==> config.mk <==
export PLATFORM = sky130hd
export DESIGN_NAME = tdest_merge_flat
export DESIGN_NICKNAME = d
export VERILOG_FILES = /design/src/rtl/tdest_merge_if.sv /design/src/rtl/tdest_merge.sv /design/src/flat_wrapper.sv
export SDC_FILE = /design/constraint.sdc
export NUM_CORES = 1
export LEC_CHECK = 0
export ABC_AREA = 1
export BUFFER_PORTS_ARGS = -buffer_cell sky130_fd_sc_hd__buf_4
export CAP_MARGIN = 25
export CORE_UTILIZATION = 45
export DETAILED_ROUTE_END_ITERATION = 12
export PLACE_DENSITY = 0.77
export SLEW_MARGIN = 20
export SYNTH_ARGS = -nofsm -noshare
export SYNTH_HDL_FRONTEND = slang
export SYNTH_SLANG_ARGS = --single-unit
==> constraint.sdc <==
create_clock -name clk -period 1.92 [get_ports clk]
set_clock_uncertainty 0.15 [all_clocks]
set_input_delay 0.096 -clock clk [delete_from_list [all_inputs] [get_ports clk]]
set_output_delay 0.096 -clock clk [all_outputs]
set_load 0.02 [all_outputs]
==> src/rtl/tdest_merge_if.sv <==
// rtl/tdest_merge_if.sv - stream bundle shared by the merge inputs and output
interface tdest_merge_if #(
    parameter int DATA_WIDTH = 32
);
    logic                  tvalid;
    logic                  tready;
    logic                  tlast;
    logic [DATA_WIDTH-1:0] tdata;
    logic [31:0]           tdest;

    // Inputs carry no routing tag; only the merged output drives tdest.
    modport master (output tvalid, output tlast, output tdata, output tdest, input tready);
    modport slave  (input tvalid, input tlast, input tdata, output tready);
endinterface

==> src/rtl/tdest_merge.sv <==
// rtl/tdest_merge.sv - packet-level 2:1 stream merger tagging each beat with its source
module tdest_merge #(
    parameter int DATA_WIDTH = 32,
    parameter bit STRICT     = 1'b1
) (
    input  logic          clk,
    input  logic          reset,
    tdest_merge_if.slave  s0,
    tdest_merge_if.slave  s1,
    tdest_merge_if.master m0,
    output logic [31:0]   pkt_count
);
    typedef enum logic {
        ST_BOUNDARY = 1'b0,
        ST_IN_PKT   = 1'b1
    } state_t;

    state_t state_q, state_d;
    logic   pref_q, pref_d;
    logic   owner_q, owner_d;
    logic   grant;

    logic                  can_load;
    logic                  accept;
    logic                  beat_last;
    logic [DATA_WIDTH-1:0] beat_data;

    logic                  out_valid;
    logic                  out_last;
    logic [DATA_WIDTH-1:0] out_data;
    logic                  out_src;

    assign can_load  = !out_valid || m0.tready;
    assign s0.tready = can_load && !grant && !reset;
    assign s1.tready = can_load &&  grant && !reset;
    assign accept    = grant ? (s1.tvalid && s1.tready) : (s0.tvalid && s0.tready);
    assign beat_data = grant ? s1.tdata : s0.tdata;
    assign beat_last = grant ? s1.tlast : s0.tlast;

    // Mid-packet the owner is locked; at a boundary the preferred source
    // wins, and the work-conserving variant falls over to the other one.
    always_comb begin
        grant = pref_q;
        if (state_q == ST_IN_PKT) begin
            grant = owner_q;
        end else if (!STRICT) begin
            if (pref_q ? s1.tvalid : s0.tvalid) begin
                grant = pref_q;
            end else if (pref_q ? s0.tvalid : s1.tvalid) begin
                grant = !pref_q;
            end
        end
    end

    always_comb begin
        state_d = state_q;
        pref_d  = pref_q;
        owner_d = owner_q;
        if (accept) begin
            if (beat_last) begin
                state_d = ST_BOUNDARY;
                pref_d  = !grant;
            end else begin
                state_d = ST_IN_PKT;
                owner_d = grant;
            end
        end
    end

    always_ff @(posedge clk) begin
        if (reset) begin
            state_q <= ST_BOUNDARY;
            pref_q  <= 1'b0;
            owner_q <= 1'b0;
        end else begin
            state_q <= state_d;
            pref_q  <= pref_d;
            owner_q <= owner_d;
        end
    end

    // Data/last/tag hold their last value after the beat drains.
    always_ff @(posedge clk) begin
        if (reset) begin
            out_valid <= 1'b0;
            out_last  <= 1'b0;
            out_data  <= '0;
            out_src   <= 1'b0;
            pkt_count <= '0;
        end else begin
            if (accept) begin
                out_valid <= 1'b1;
                out_last  <= beat_last;
                out_data  <= beat_data;
                out_src   <= grant;
            end else if (m0.tready) begin
                out_valid <= 1'b0;
            end
            if (out_valid && m0.tready && out_last) begin
                pkt_count <= pkt_count + 32'd1;
            end
        end
    end

    assign m0.tvalid = out_valid;
    assign m0.tlast  = out_last;
    assign m0.tdata  = out_data;
    assign m0.tdest  = {31'd0, out_src};
endmodule

==> src/flat_wrapper.sv <==
// flat-port wrapper written by rule: the top's interface ports become plain ports
module tdest_merge_flat 
#(
    parameter int DATA_WIDTH = 32,
    parameter bit STRICT     = 1'b1
)
  (clk, reset, pkt_count, s0_tvalid, s0_tlast, s0_tdata, s0_tready, s1_tvalid, s1_tlast, s1_tdata, s1_tready, m0_tvalid, m0_tlast, m0_tdata, m0_tdest, m0_tready);
  tdest_merge_if #(.DATA_WIDTH(DATA_WIDTH)) s0_i ();
  tdest_merge_if #(.DATA_WIDTH(DATA_WIDTH)) s1_i ();
  tdest_merge_if #(.DATA_WIDTH(DATA_WIDTH)) m0_i ();
  input  logic clk;
  input  logic reset;
  output logic [31:0] pkt_count;
  input wire logic [$bits(s0_i.tvalid)-1:0] s0_tvalid;
  input wire logic [$bits(s0_i.tlast)-1:0] s0_tlast;
  input wire logic [$bits(s0_i.tdata)-1:0] s0_tdata;
  output wire logic [$bits(s0_i.tready)-1:0] s0_tready;
  input wire logic [$bits(s1_i.tvalid)-1:0] s1_tvalid;
  input wire logic [$bits(s1_i.tlast)-1:0] s1_tlast;
  input wire logic [$bits(s1_i.tdata)-1:0] s1_tdata;
  output wire logic [$bits(s1_i.tready)-1:0] s1_tready;
  output wire logic [$bits(m0_i.tvalid)-1:0] m0_tvalid;
  output wire logic [$bits(m0_i.tlast)-1:0] m0_tlast;
  output wire logic [$bits(m0_i.tdata)-1:0] m0_tdata;
  output wire logic [$bits(m0_i.tdest)-1:0] m0_tdest;
  input wire logic [$bits(m0_i.tready)-1:0] m0_tready;
  assign s0_i.tvalid = s0_tvalid;
  assign s0_i.tlast = s0_tlast;
  assign s0_i.tdata = s0_tdata;
  assign s0_tready = s0_i.tready;
  assign s1_i.tvalid = s1_tvalid;
  assign s1_i.tlast = s1_tlast;
  assign s1_i.tdata = s1_tdata;
  assign s1_tready = s1_i.tready;
  assign m0_tvalid = m0_i.tvalid;
  assign m0_tlast = m0_i.tlast;
  assign m0_tdata = m0_i.tdata;
  assign m0_tdest = m0_i.tdest;
  assign m0_i.tready = m0_tready;
  tdest_merge #(.DATA_WIDTH(DATA_WIDTH), .STRICT(STRICT)) u_core (.clk(clk), .reset(reset), .s0(s0_i), .s1(s1_i), .m0(m0_i), .pkt_count(pkt_count));
endmodule
; ---- Yosys cells after proc, flatten, opt, wreduce, memory -nomap -nowiden
; Index checks and enable logic that the tools add are counted.
[classes]
n_addsub = 1
n_mux = 7
bitwise = 1
n_reduce_logical = 15
[ops]
columns = operator, count
row1 = "adder 32 x 1 -> 32 bit, second input constant", 1
row2 = two-way mux 32 bit, 1
row3 = logical AND 1 bit, 8
row4 = two-way mux 1 bit, 6
row5 = AND reduction 2 bit, 2
row6 = logical NOT 1 bit, 3
row7 = nonzero test 2 bit, 1
row8 = logical OR 1 bit, 1
row9 = inverter 1 bit, 1
[totals]
ff_bits = 70
inputBits = 71
output_inout_bits = 100
elab_cells = 32

; ---- Logic depth before layout (Yosys ltp)
; Gate-level depths: netlist of run 1.
[logic_depth]
ltp_word = 7
mapped_depth = 11
ltp_nobuf = 10

; ---- Worst setup path before layout of run 1
; No wires, ideal clock.
[synth_path]
path_kind = reg2reg
start = register u_core.pkt_count[0]
end = register u_core.pkt_count[30]
setup_time_ns = 0.113
arrival_time_ns = 1.360
required_time_ns = 1.657
slack_ns = 0.297
path_stages_with_launch = 9
n_path_buf = 0
period_less_slack_ns = 1.623
path_cell_list = dfxtp_1 ha_1 inv_1 nor2_2 nand2_1 nor2_4 nand3_1 nor2_1 nor2_1
[synth_via]
elab_chain_len = 1
[synth_rtl]
columns = element, line_no
row1 = "start, declared", tdest_merge.sv:11  ; output logic [31:0] pkt_count
row2 = "start signal, assigned", tdest_merge.sv:100  ; pkt_count <= pkt_count + 32'd1;
row3 = adder 32 x 1 -> 32 bit, tdest_merge.sv:100
; Every way passes these cells.
; A chain may end at the register's enable or synchronous reset.

; ---- Final worst setup path of run 1
[layout_path]
start = register u_core.pref_q
end = register u_core.out_data[2] (netlist: u_core.m0.tdata[2])
[layout_via]
elab_chain_len = 6
elab_cells_between_ends = 10
cone_classes = mux (3) / reduce/logical (7)
[layout_rtl]
columns = element, line_no
row1 = "start, declared", tdest_merge.sv:19  ; logic pref_q, pref_d;
row2 = "start signal, assigned", tdest_merge.sv:77  ; pref_q <= pref_d;
row3 = two-way mux 1 bit (*), tdest_merge.sv:44  ; if (state_q == ST_IN_PKT) begin
row4 = logical NOT 1 bit, tdest_merge.sv:34  ; assign s0.tready = can_load && !grant && !reset;
row5 = logical AND 1 bit (2 in series), tdest_merge.sv:34
row6 = logical AND 1 bit, tdest_merge.sv:36  ; assign accept = grant ? (s1.tvalid && s1.tready) : (s0.tvalid && s0.tready);
row7 = two-way mux 1 bit, tdest_merge.sv:36
row8 = "end signal, assigned", tdest_merge.sv:94  ; out_data <= beat_data;
row9 = "end, declared", tdest_merge.sv:30  ; logic [DATA_WIDTH-1:0] out_data;
; Every way passes the cells marked *; elsewhere a longest branch is shown, timed or not.

==> reports/summary.txt, run 1 <==
Max Root-Sink Buffers -> 2
DIE AREA -> 8880 µm²
Initial Util -> 46.6%
Fin Setup TNS -> 0 ps
Die W -> 94.3 µm
Vias -> 4479
Clk Latency, worst-skew pair -> 360 ps
Total GRT Usage -> 28.1%
Initial antenna violation count -> 1
Outcome -> finished, final reports clean
Vias in the first global route -> 4279
DRC Markers -> 0
Syn-to-layout area delta -> 49.3%
Fin nets -> 875
Peak VDD IR -> 0.421 mV
Switching part of the total -> 31.7%
Final Setup Violations -> 0
Port buffer count -> 139
Filler cells -> 664
Largest net degree at the start of global routing -> 56
Asr flop ratio synth -> 0%
Ys flop type -> dfxtp_1
Drt pass-1 iters -> 5
Final hold viol count -> 0
Post-synth EDFFs -> 0
Max Freq -> 558 MHz
H-tree Lvls -> 3
Unrepaired setup endpoints after global routing -> false
Internal power -> 2.54 mW
Power density over cell area -> 651 nW/µm²
Crit Path Max Fanout -> 33
Chip Height -> 94.3 µm
Commonest non-fill, non-tap cell in the layout -> nand2_1
Iter 0 DRT Violations -> 195
CP Capture Type -> flip-flop
Crit share post-route -> 93.3%
Crit path kind -> reg2reg
Pleak -> 2.85 nW
I/O pin total -> 171
Detail Placement HPWL -> 7470 µm
Syn Inst Count -> 598
FF-to-FF setup slack -> 130 ps
Layout cells sized above 1 -> 24.4%
Ys Warns -> 0
WL per Instance -> 13.3 µm
Clock tree from TritonCTS -> yes
Final ANT Viol Nets -> 0
Sw Pwr -> 1.18 mW
Synth Area per Inst -> 6.40 µm²
Number of max-cap violations -> 0
Final GP Congestion -> 0.862
CTS Buf Count -> 9
GR Overflow Total -> 0
CTS Sinks -> 70
Worst-path clk slew -> 90 ps
Vias per cell -> 4.90
Core Box Area -> 8220 µm²
Worst slew margin -> 65.2%
Register bit total from synthesis -> 70
Sequential-to-total area share from yosys stat -> 36.6%
First-pass GRT wire length -> 19400 µm
Mapped cell area -> 3830 µm²
Comb pwr share -> 25.0%
Most frequent cells in the layout -> nand2_1 (182), buf_4 (147), nor2_1 (115), dlygate4sd3_1 (69), dfxtp_1 (67)
Drt total wl -> 12100 µm
Worst Max-Slew Pin Slew -> 522 ps
Final worst path period need -> 1790 ps
FP Rows -> 33
Startpoint types -> flip-flop
Worst Hold Class -> in2reg
Required @ worst endpoint -> 2030 ps
CTS Root Cell -> clkbuf_8
Clock power share -> 32.6%
Data arrival, critical path -> 1900 ps
Hold slack -> 59.7 ps
Final slew viol count -> 0
Netlist cell types -> 29
Reg power frac -> 42.5%
[per-stage QoR]
step                      utilization (%)  instance area (µm²)  cells  power, mW  setup WS [ps]
after floorplan                         -                 3940    628       2.13            297
after global placement               58.4                 4800    827       2.36            280
after detailed placement             58.4                 4800    827       2.38            241
after CTS                            69.3                 5690    912       3.69           25.6
after global routing                 69.6                 5720    914       3.88           1.64
final                                69.6                 5720    914       3.72            129
[power by group through the flow]
stage	registers, mW	logic [mW]	clock network [mW]
2_1_floorplan	1.70	0.437	0
3_3_place_gp	1.61	0.755	0
3_5_place_dp	1.61	0.767	0
4_1_cts	1.58	0.887	1.22
5_1_grt	1.59	1.01	1.29
6_report	1.58	0.929	1.21
[worst max-delay path, stage by stage (launching register included)]
cell,delay (ps)
dfxtp_2,350
inv_1,50
nand2_2,60
nand2_2,70
buf_12,170
nand2_1,80
nand2_1,60
dlygate4sd3_1,550
nor2_1,100
nor2_1,50
[metal layers]
| metal | vias up | part of all wire, % | GRT usage [%] | routed length [µm] |
|---|---|---|---|---|
| met5 | - | 0 | 0 | 0 |
| met4 | 0 | 2.8 | 11.5 | 336 |
| met3 | 32 | 8.2 | 7.52 | 991 |
| met2 | 206 | 51 | 50.1 | 6140 |
| met1 | 2042 | 38 | 31.2 | 4660 |
| li1 | 2199 | - | - | - |
[flip-flops by register name, summed over array words and instances, names as in the netlist]
signal	flops
u_core.out_src	1
u_core.m0.tlast	1
u_core.pkt_count	32
u_core.pref_q	1
u_core.m0.tdata	32
u_core.m0.tvalid	1
u_core.owner_q	1
u_core.state_q	1
[timing repair]
item,CTS,global route
endpoints found under the hold margin,44,0
resized for setup,0,6
buffers inserted,0,1
endpoints found under the setup margin,0,4
hold buffers,69,0
[cells in the mapped netlist (5+ instances only)]
library cell    n  area, µm²
dfxtp_1        70       1400
nor2_2         14       87.6
nor2_1        115        432
nand4_1         8       50.1
o21a_1          5       37.5
buf_6           5       56.3
o21ai_0        36        180
clkbuf_1       10       37.5
a21oi_1        19       95.1
inv_1          45        169
nand2_1       182        683
nand3_1        25        125
nand2_2         6       37.5
buf_4          33        248
[area by class of cell]
class	instances	area, µm²	share of cell area (%)
inverters	49	191	3.35
clock inverters	7	73.8	1.29
multi-input cells	456	1970	34.5
well taps	105	131	2.30
diodes	1	2.50	0.0438
repair buffers	217	1810	31.7
flip-flops and latches	70	1410	24.6
clock buffers	9	124	2.17
[path summary, 6_finish.rpt]
kind	startpoint	to	depth (start not counted)
max reg2reg	u_core.pref_q$_SDFFE_PP0P_	u_core.m0.tdata[2]$_SDFFE_PP0P_	9
min	s0_tlast	u_core.m0.tlast$_SDFFE_PP0P_	3
min reg2reg	u_core.owner_q$_SDFFE_PP0P_	u_core.owner_q$_SDFFE_PP0P_	2
max	u_core.pref_q$_SDFFE_PP0P_	u_core.m0.tdata[2]$_SDFFE_PP0P_	9
[cell families after synthesis]
family,share of synthesized area [%]
simple gates,38.8
xor+xnor,0.686
flops,36.6
buf+inv,14.8
other cells,0.0979
compound gates,8.72
fa+ha+maj,0.327
No activity file was read; power rests on OpenSTA's default activity.
==> run 2: changes to the inputs <==
--- a/config.mk
+++ b/config.mk
@@ -11,6 +11,7 @@
 export CORE_UTILIZATION = 45
 export DETAILED_ROUTE_END_ITERATION = 12
 export PLACE_DENSITY = 0.77
+export RECOVER_POWER = 50
 export SLEW_MARGIN = 20
 export SYNTH_ARGS = -nofsm -noshare
 export SYNTH_HDL_FRONTEND = slang
==> run 2 against run 1 <==
Effect of this change: clock power about the same; cell area down 4.4%; register-to-register slack about the same; die area unchanged; critical path depth unchanged; combinational power down 6.7%; largest cell class unchanged; largest power group unchanged.
==> reports/summary.txt, run 2 (synthesis gave the netlist of run 1 again) <==
Final WS setup -> 128 ps (-0.789 ps)
Initial antenna violation count -> 1 (unchanged)
Delay-heaviest family, CP -> buffers and inverters
Die W -> 94.3 µm (unchanged)
Dpl ws -> 241 ps (unchanged)
GR Overflow Total -> 0 (unchanged)
Final GP Congestion -> 0.862 (unchanged)
Startpoint types -> flip-flop
Power density over cell area -> 670 nW/µm² (+2.8%)
Total GRT Usage -> 28.1% (unchanged)
Iter 0 DRT Violations -> 198 (+1.5%)
Worst Hold Launch -> s0_tlast
Drt total wl -> 12200 µm (+0.58%)
CP Capture Type -> flip-flop
Largest net degree at the start of global routing -> 56 (unchanged)
Final worst path period need -> 1790 ps (+0.789 ps)
CTS Buf Count -> 9 (unchanged)
Syn-to-layout area delta -> 42.6%
Initial Util -> 46.6% (unchanged)
Reg2reg end -> u_core.m0.tdata[2]$_SDFFE_PP0P_
Worst Hold Class -> in2reg
Most frequent cells in the layout -> nand2_1 (182), nor2_1 (116), buf_4 (80), dlygate4sd3_1 (69)
Vias in the first global route -> 4279 (unchanged)
H-tree Lvls -> 3 (unchanged)
Number of max-cap violations -> 0 (unchanged)
First-pass GRT wire length -> 19400 µm (unchanged)
Peak VDD IR -> 0.392 mV (-6.9%)
Layout cells sized above 1 -> 16.0% (-8.4 points)
Crit path max-delay cell type -> dlygate4sd3_1
Reg2Reg Depth -> 9 (unchanged)
Commonest non-fill, non-tap cell in the layout -> nand2_1
Data arrival, critical path -> 1910 ps (about the same)
Fin nets -> 875 (unchanged)
Fin Setup TNS -> 0 ps (unchanged)
FF-to-FF setup slack -> 130 ps (about the same)
Max Freq -> 558 MHz (about the same)
Hold path endpoint -> u_core.m0.tlast$_SDFFE_PP0P_
Detail Placement HPWL -> 7470 µm (unchanged)
Final hold viol count -> 0 (unchanged)
Required @ worst endpoint -> 2030 ps (about the same)
Vias -> 4487 (+0.18%)
Crit share post-route -> 93.3% (about the same)
Drt pass-1 iters -> 5 (unchanged)
Crit Path Max Fanout -> 33 (unchanged)
Port buffer count -> 139 (unchanged)
DRC Markers -> 0 (unchanged)
Worst slew margin -> 65.1% (-0.092 points)
Chip Height -> 94.3 µm (unchanged)
Worst-path clk slew -> 90 ps (about the same)
DIE AREA -> 8880 µm² (unchanged)
Hold path cells -> 3 (unchanged)
Final Setup Violations -> 0 (unchanged)
Bufs and invs on worst path -> 3 (unchanged)
Pleak -> 2.57 nW (-9.8%)
Crit path kind -> reg2reg
FP Rows -> 33 (unchanged)
Clk Latency, worst-skew pair -> 360 ps (about the same)
Vias per cell -> 4.91 (+0.18%)
Crit path largest cell delay -> 550 ps (about the same)
Reg2reg start -> u_core.pref_q$_SDFFE_PP0P_
Worst-path cell chain -> inv_1, nand2_2, nand2_2, buf_12, nand2_1, nand2_1, dlygate4sd3_1, nor2_1, nor2_1
I/O pin total -> 171 (unchanged)
CTS Sinks -> 70 (unchanged)
Clock tree from TritonCTS -> yes
Final slew viol count -> 0 (unchanged)
CTS Root Cell -> clkbuf_8
Core Box Area -> 8220 µm² (unchanged)
Final Power -> 3.66 mW (-1.7%)
Crit path depth -> 9 (unchanged)
Final ANT Viol Nets -> 0 (unchanged)
Outcome -> finished, final reports clean
WL per Instance -> 13.4 µm (+0.58%)
Unrepaired setup endpoints after global routing -> false
Worst Max-Slew Pin Slew -> 524 ps (+1.38 ps)
Max Root-Sink Buffers -> 2 (unchanged)
==> run 2: cell type report <==
type,instances,area (µm²)
well taps,105,131
clock buffers,9,124
fillers,745,2750
clock inverters,7,73.8
inverters,49,191
flip-flops and latches,70,1410
multi-input cells,456,1970
diodes,1,2.50
repair buffers,217,1560
==> run 2: power breakdown <==
part | total (mW) | switching (mW) | leakage [nW] | internal [mW]
clock | 1.21 | 0.609 | 0.0996 | 0.604
sequential | 1.58 | 0.0454 | 0.571 | 1.53
combinational | 0.867 | 0.523 | 1.90 | 0.344
total | 3.66 | 1.18 | 2.57 | 2.48
==> run 2: what timing repair did <==
action                                 CTS  global route
buffers inserted                         0             1
resized for setup                        0             6
setup endpoints to repair                0             4
endpoints found under the hold margin   44             0
hold buffers                            69             0
==> run 2: per-layer routing <==
metal	share of wire [%]	routed length, µm	GRT usage (%)	up-vias
met5	0	0	0	-
met4	2.8	346	11.5	0
met3	7.8	949	7.52	33
met2	50	6130	50.1	192
met1	39	4780	31.2	2060
li1	-	-	-	2202
==> run 2: worst min-delay path, cell delays in order <==
cell     delay [ps]
buf_4            80
o21ai_0         180
a21oi_1         170
==> run 2: worst max-delay path by stage <==
stage	from	end	slack, ps
after floorplan	u_core.pkt_count[0]$_SDFFE_PP0P_	u_core.pkt_count[30]$_SDFFE_PP0P_	300
after global placement	u_core.m0.tlast$_SDFFE_PP0P_	u_core.pkt_count[25]$_SDFFE_PP0P_	280
after detailed placement	u_core.pkt_count[0]$_SDFFE_PP0P_	u_core.pkt_count[30]$_SDFFE_PP0P_	240
after CTS	u_core.state_q$_SDFFE_PP0P_	u_core.m0.tdata[2]$_SDFFE_PP0P_	30
after global routing	u_core.pkt_count[0]$_SDFFE_PP0P_	u_core.pkt_count[30]$_SDFFE_PP0P_	5
final	u_core.pref_q$_SDFFE_PP0P_	u_core.m0.tdata[2]$_SDFFE_PP0P_	130
==> run 2: through the flow <==
step / cells / cell area [µm²] / hold slack (ps) / util [%]
finish: 914 / 5460 / 52.6 / 66.5
global route: 914 / 5460 / 66.6 / 66.5
CTS: 912 / 5690 / 30.8 / 69.3
detailed placement: 827 / 4800 / 237 / 58.4
global placement: 827 / 4800 / 236 / 58.4
floorplan: 628 / 3940 / 113 / -
==> run 3: changes to the inputs <==
--- a/config.mk
+++ b/config.mk
@@ -8,6 +8,7 @@
 export ABC_AREA = 1
 export BUFFER_PORTS_ARGS = -buffer_cell sky130_fd_sc_hd__buf_4
 export CAP_MARGIN = 25
+export CORE_MARGIN = 10
 export CORE_UTILIZATION = 45
 export DETAILED_ROUTE_END_ITERATION = 12
 export PLACE_DENSITY = 0.77
==> constraint.sdc (replaced) <==
create_clock -name clk -period 1.92 [get_ports clk]
set_clock_uncertainty 0.15 [all_clocks]
set_input_delay 0.096 -clock clk [delete_from_list [all_inputs] [get_ports clk]]
set_output_delay 0.096 -clock clk [all_outputs]
set_load 0.1 [all_outputs]
==> run 3 against run 2 <==
Effect of this change: routed wire length up 8.6%; die area rose by 42%; sequential power about the same; combinational power grew 80%; setup slack improved by 20 ps; clock power is 16% higher; fmax up 1.1%.
==> reports/summary.txt, run 3 (synthesis gave the netlist of run 1 again) <==
Required @ worst endpoint -> 1670 ps (-360 ps)
Pleak -> 2.80 nW (+9.2%)
Crit path largest cell delay -> 390 ps (-160 ps)
Hold path cells -> 4 (+1)
Max Root-Sink Buffers -> 2 (unchanged)
Final worst path period need -> 1770 ps (-20.3 ps)
Most frequent CP cell -> nand2_2
Layout cells sized above 1 -> 27.1% (+11 points)
First-pass GRT wire length -> 21200 µm (+9.3%)
Final GP Congestion -> 0.869 (+0.79%)
Clock tree from TritonCTS -> yes
Clock power share -> 30.8% (-2.3 points)
Outcome -> finished, final reports clean
Most frequent cells in the layout -> nand2_1 (182), nor2_1 (114), buf_4 (78), dlygate4sd3_1 (68), clkbuf_2 (66)
Number of max-cap violations -> 0 (unchanged)
CTS Buf Count -> 9 (unchanged)
Crit path depth -> 6 (-3)
Unrepaired setup endpoints after global routing -> false
H-tree Lvls -> 3 (unchanged)
Bufs and invs on worst path -> 3 (unchanged)
Final Setup Violations -> 0 (unchanged)
Multi-input gate area -> 1980 µm² (+0.51%)
Initial antenna violation count -> 1 (unchanged)
Placed Area -> 4840 µm² (+0.76%)
Syn-to-layout area delta -> 46.0%
Crit path kind -> reg2out
DIE AREA -> 12600 µm² (+42%)
Switching part of the total -> 40.1% (+7.9 points)
Vias per cell -> 4.89 (-0.43%)
CP Capture Type -> output port
Chip Height -> 112 µm (+19%)
Power density over cell area -> 812 nW/µm² (+21%)
Worst Hold Class -> in2reg
Worst-path clk slew -> 70 ps (-20 ps)
Post-layout util -> 67.7% (+1.2 points)
GR Overflow Total -> 0 (unchanged)
Final slew viol count -> 0 (unchanged)
Fin nets -> 872 (-0.34%)
Reg2Reg Depth -> 7 (-2)
Drt total wl -> 13300 µm (+8.6%)
Port buffer count -> 139 (unchanged)
Worst slew margin -> 61.5% (-3.5 points)
Total GRT Usage -> 20.0% (-8.1 points)
Clk Latency, worst-skew pair -> 340 ps (-20 ps)
Fin Setup TNS -> 0 ps (unchanged)
Internal power -> 2.72 mW (+9.6%)
WL per Instance -> 14.5 µm (+8.8%)
Fin area -> 5590 µm² (+2.3%)
Worst Max-Slew Pin Slew -> 579 ps (+55.6 ps)
Vias -> 4458 (-0.65%)
Startpoint types -> flip-flop
Crit Path Max Fanout -> 33 (unchanged)
Vias in the first global route -> 4443 (+3.8%)
Final Power -> 4.54 mW (+24%)
Delay-heaviest family, CP -> buffers and inverters
Worst-path cell chain -> inv_2, nand2_2, nand2_2, buf_4, nor2_4, buf_6
Peak VDD IR -> 0.520 mV (+33%)
Iter 0 DRT Violations -> 171 (-14%)
Comb pwr share -> 34.4% (+11 points)
DRC Markers -> 0 (unchanged)
I/O pin total -> 171 (unchanged)
Reg power frac -> 34.8% (-8.4 points)
Filler cells -> 691 (-7.2%)
Core Box Area -> 8260 µm² (+0.50%)
Sw Pwr -> 1.82 mW (+55%)
CTS Sinks -> 70 (unchanged)
Final hold viol count -> 0 (unchanged)
Crit share post-route -> 92.3% (-1.1 points)
Crit path max-delay cell type -> dfxtp_1
Max Freq -> 565 MHz (+1.1%)
Initial Util -> 46.4% (-0.23 points)
Largest net degree at the start of global routing -> 56 (unchanged)
Commonest non-fill, non-tap cell in the layout -> nand2_1
Detail Placement HPWL -> 8920 µm (+19%)
Final ANT Viol Nets -> 0 (unchanged)
FP Rows -> 33 (unchanged)
CTS Root Cell -> clkbuf_8
Die W -> 112 µm (+19%)
Data arrival, critical path -> 1530 ps (-380 ps)
Register area -> 1440 µm² (+2.1%)
Drt pass-1 iters -> 4 (-1)
run 3: cell count changes in the layout (fill, tap and decap cells not counted), sizes merged:
cell,change
buf,-2
bufinv,+1
clkbuf,+4
clkinv,-3
clkinvlp,-1
diode,+1
dlygate4sd3,-1
inv,-1
run 3: path summary, 6_finish.rpt:
check | end | start | slack (ps)
worst max-delay path | s1_tready | u_core.state_q$_SDFFE_PP0P_ | 150
worst min-delay path | u_core.pkt_count[1]$_SDFFE_PP0P_ | m0_tready | 0.1
worst max register to register | u_core.m0.tdata[31]$_SDFFE_PP0P_ | u_core.state_q$_SDFFE_PP0P_ | 230
worst min register to register | u_core.pkt_count[8]$_SDFFE_PP0P_ | u_core.pkt_count[8]$_SDFFE_PP0P_ | 310
run 3: final cells by class:
class / count / share of cell area [%]
Clock buffer: 13 / 3.02
Antenna cell: 2 / 0.0895
Multi-Input combinational cell: 456 / 35.5
Inverter: 49 / 3.42
Tap cell: 105 / 2.35
Sequential cell: 70 / 25.7
Clock inverter: 3 / 1.16
Timing Repair Buffer: 214 / 28.8
run 3: worst register-to-register path, delay by kind of cell (launching register included):
family	cells	cell delay [ps]
AO/OA/AOI/OAI	1	120
buffers and inverters	1	260
flip-flops	1	390
AND/OR/NAND/NOR	5	700
run 3: metal layers:
| metal | vias up | track usage, % | share of wire (%) |
|---|---|---|---|
| met5 | - | 0 | 0 |
| met4 | 0 | 12.0 | 4.6 |
| met3 | 54 | 8.09 | 11 |
| met2 | 236 | 33.6 | 47 |
| met1 | 1980 | 20.4 | 37 |
| li1 | 2188 | - | - |
run 3: per-stage QoR:
| step | worst slack [ps] | hold slack, ps | instances |
|---|---|---|---|
| 2_1_floorplan | 15.6 | 113 | 628 |
| 3_3_place_gp | 319 | 244 | 826 |
| 3_5_place_dp | 290 | 248 | 826 |
| 4_1_cts | 87.4 | 6.82 | 910 |
| 5_1_grt | 50.6 | 35.3 | 911 |
| 6_report | 149 | 0.131 | 912 |
run 3: repair_timing:
item,4_1_cts,5_1_grt
endpoints found under the setup margin,0,1
buffers inserted,0,0
hold endpoints to repair,36,0
gates resized for setup,0,1
hold buffers,68,0
run 3: power by group through the flow:
| stage | Clock (mW) | Sequential, mW | Combinational, mW |
|---|---|---|---|
| floorplan | 0 | 2.15 | 0.680 |
| global placement | 0 | 1.61 | 1.46 |
| detailed placement | 0 | 1.61 | 1.47 |
| CTS | 1.40 | 1.58 | 1.59 |
| global route | 1.47 | 1.59 | 1.64 |
| finish | 1.40 | 1.58 | 1.56 |
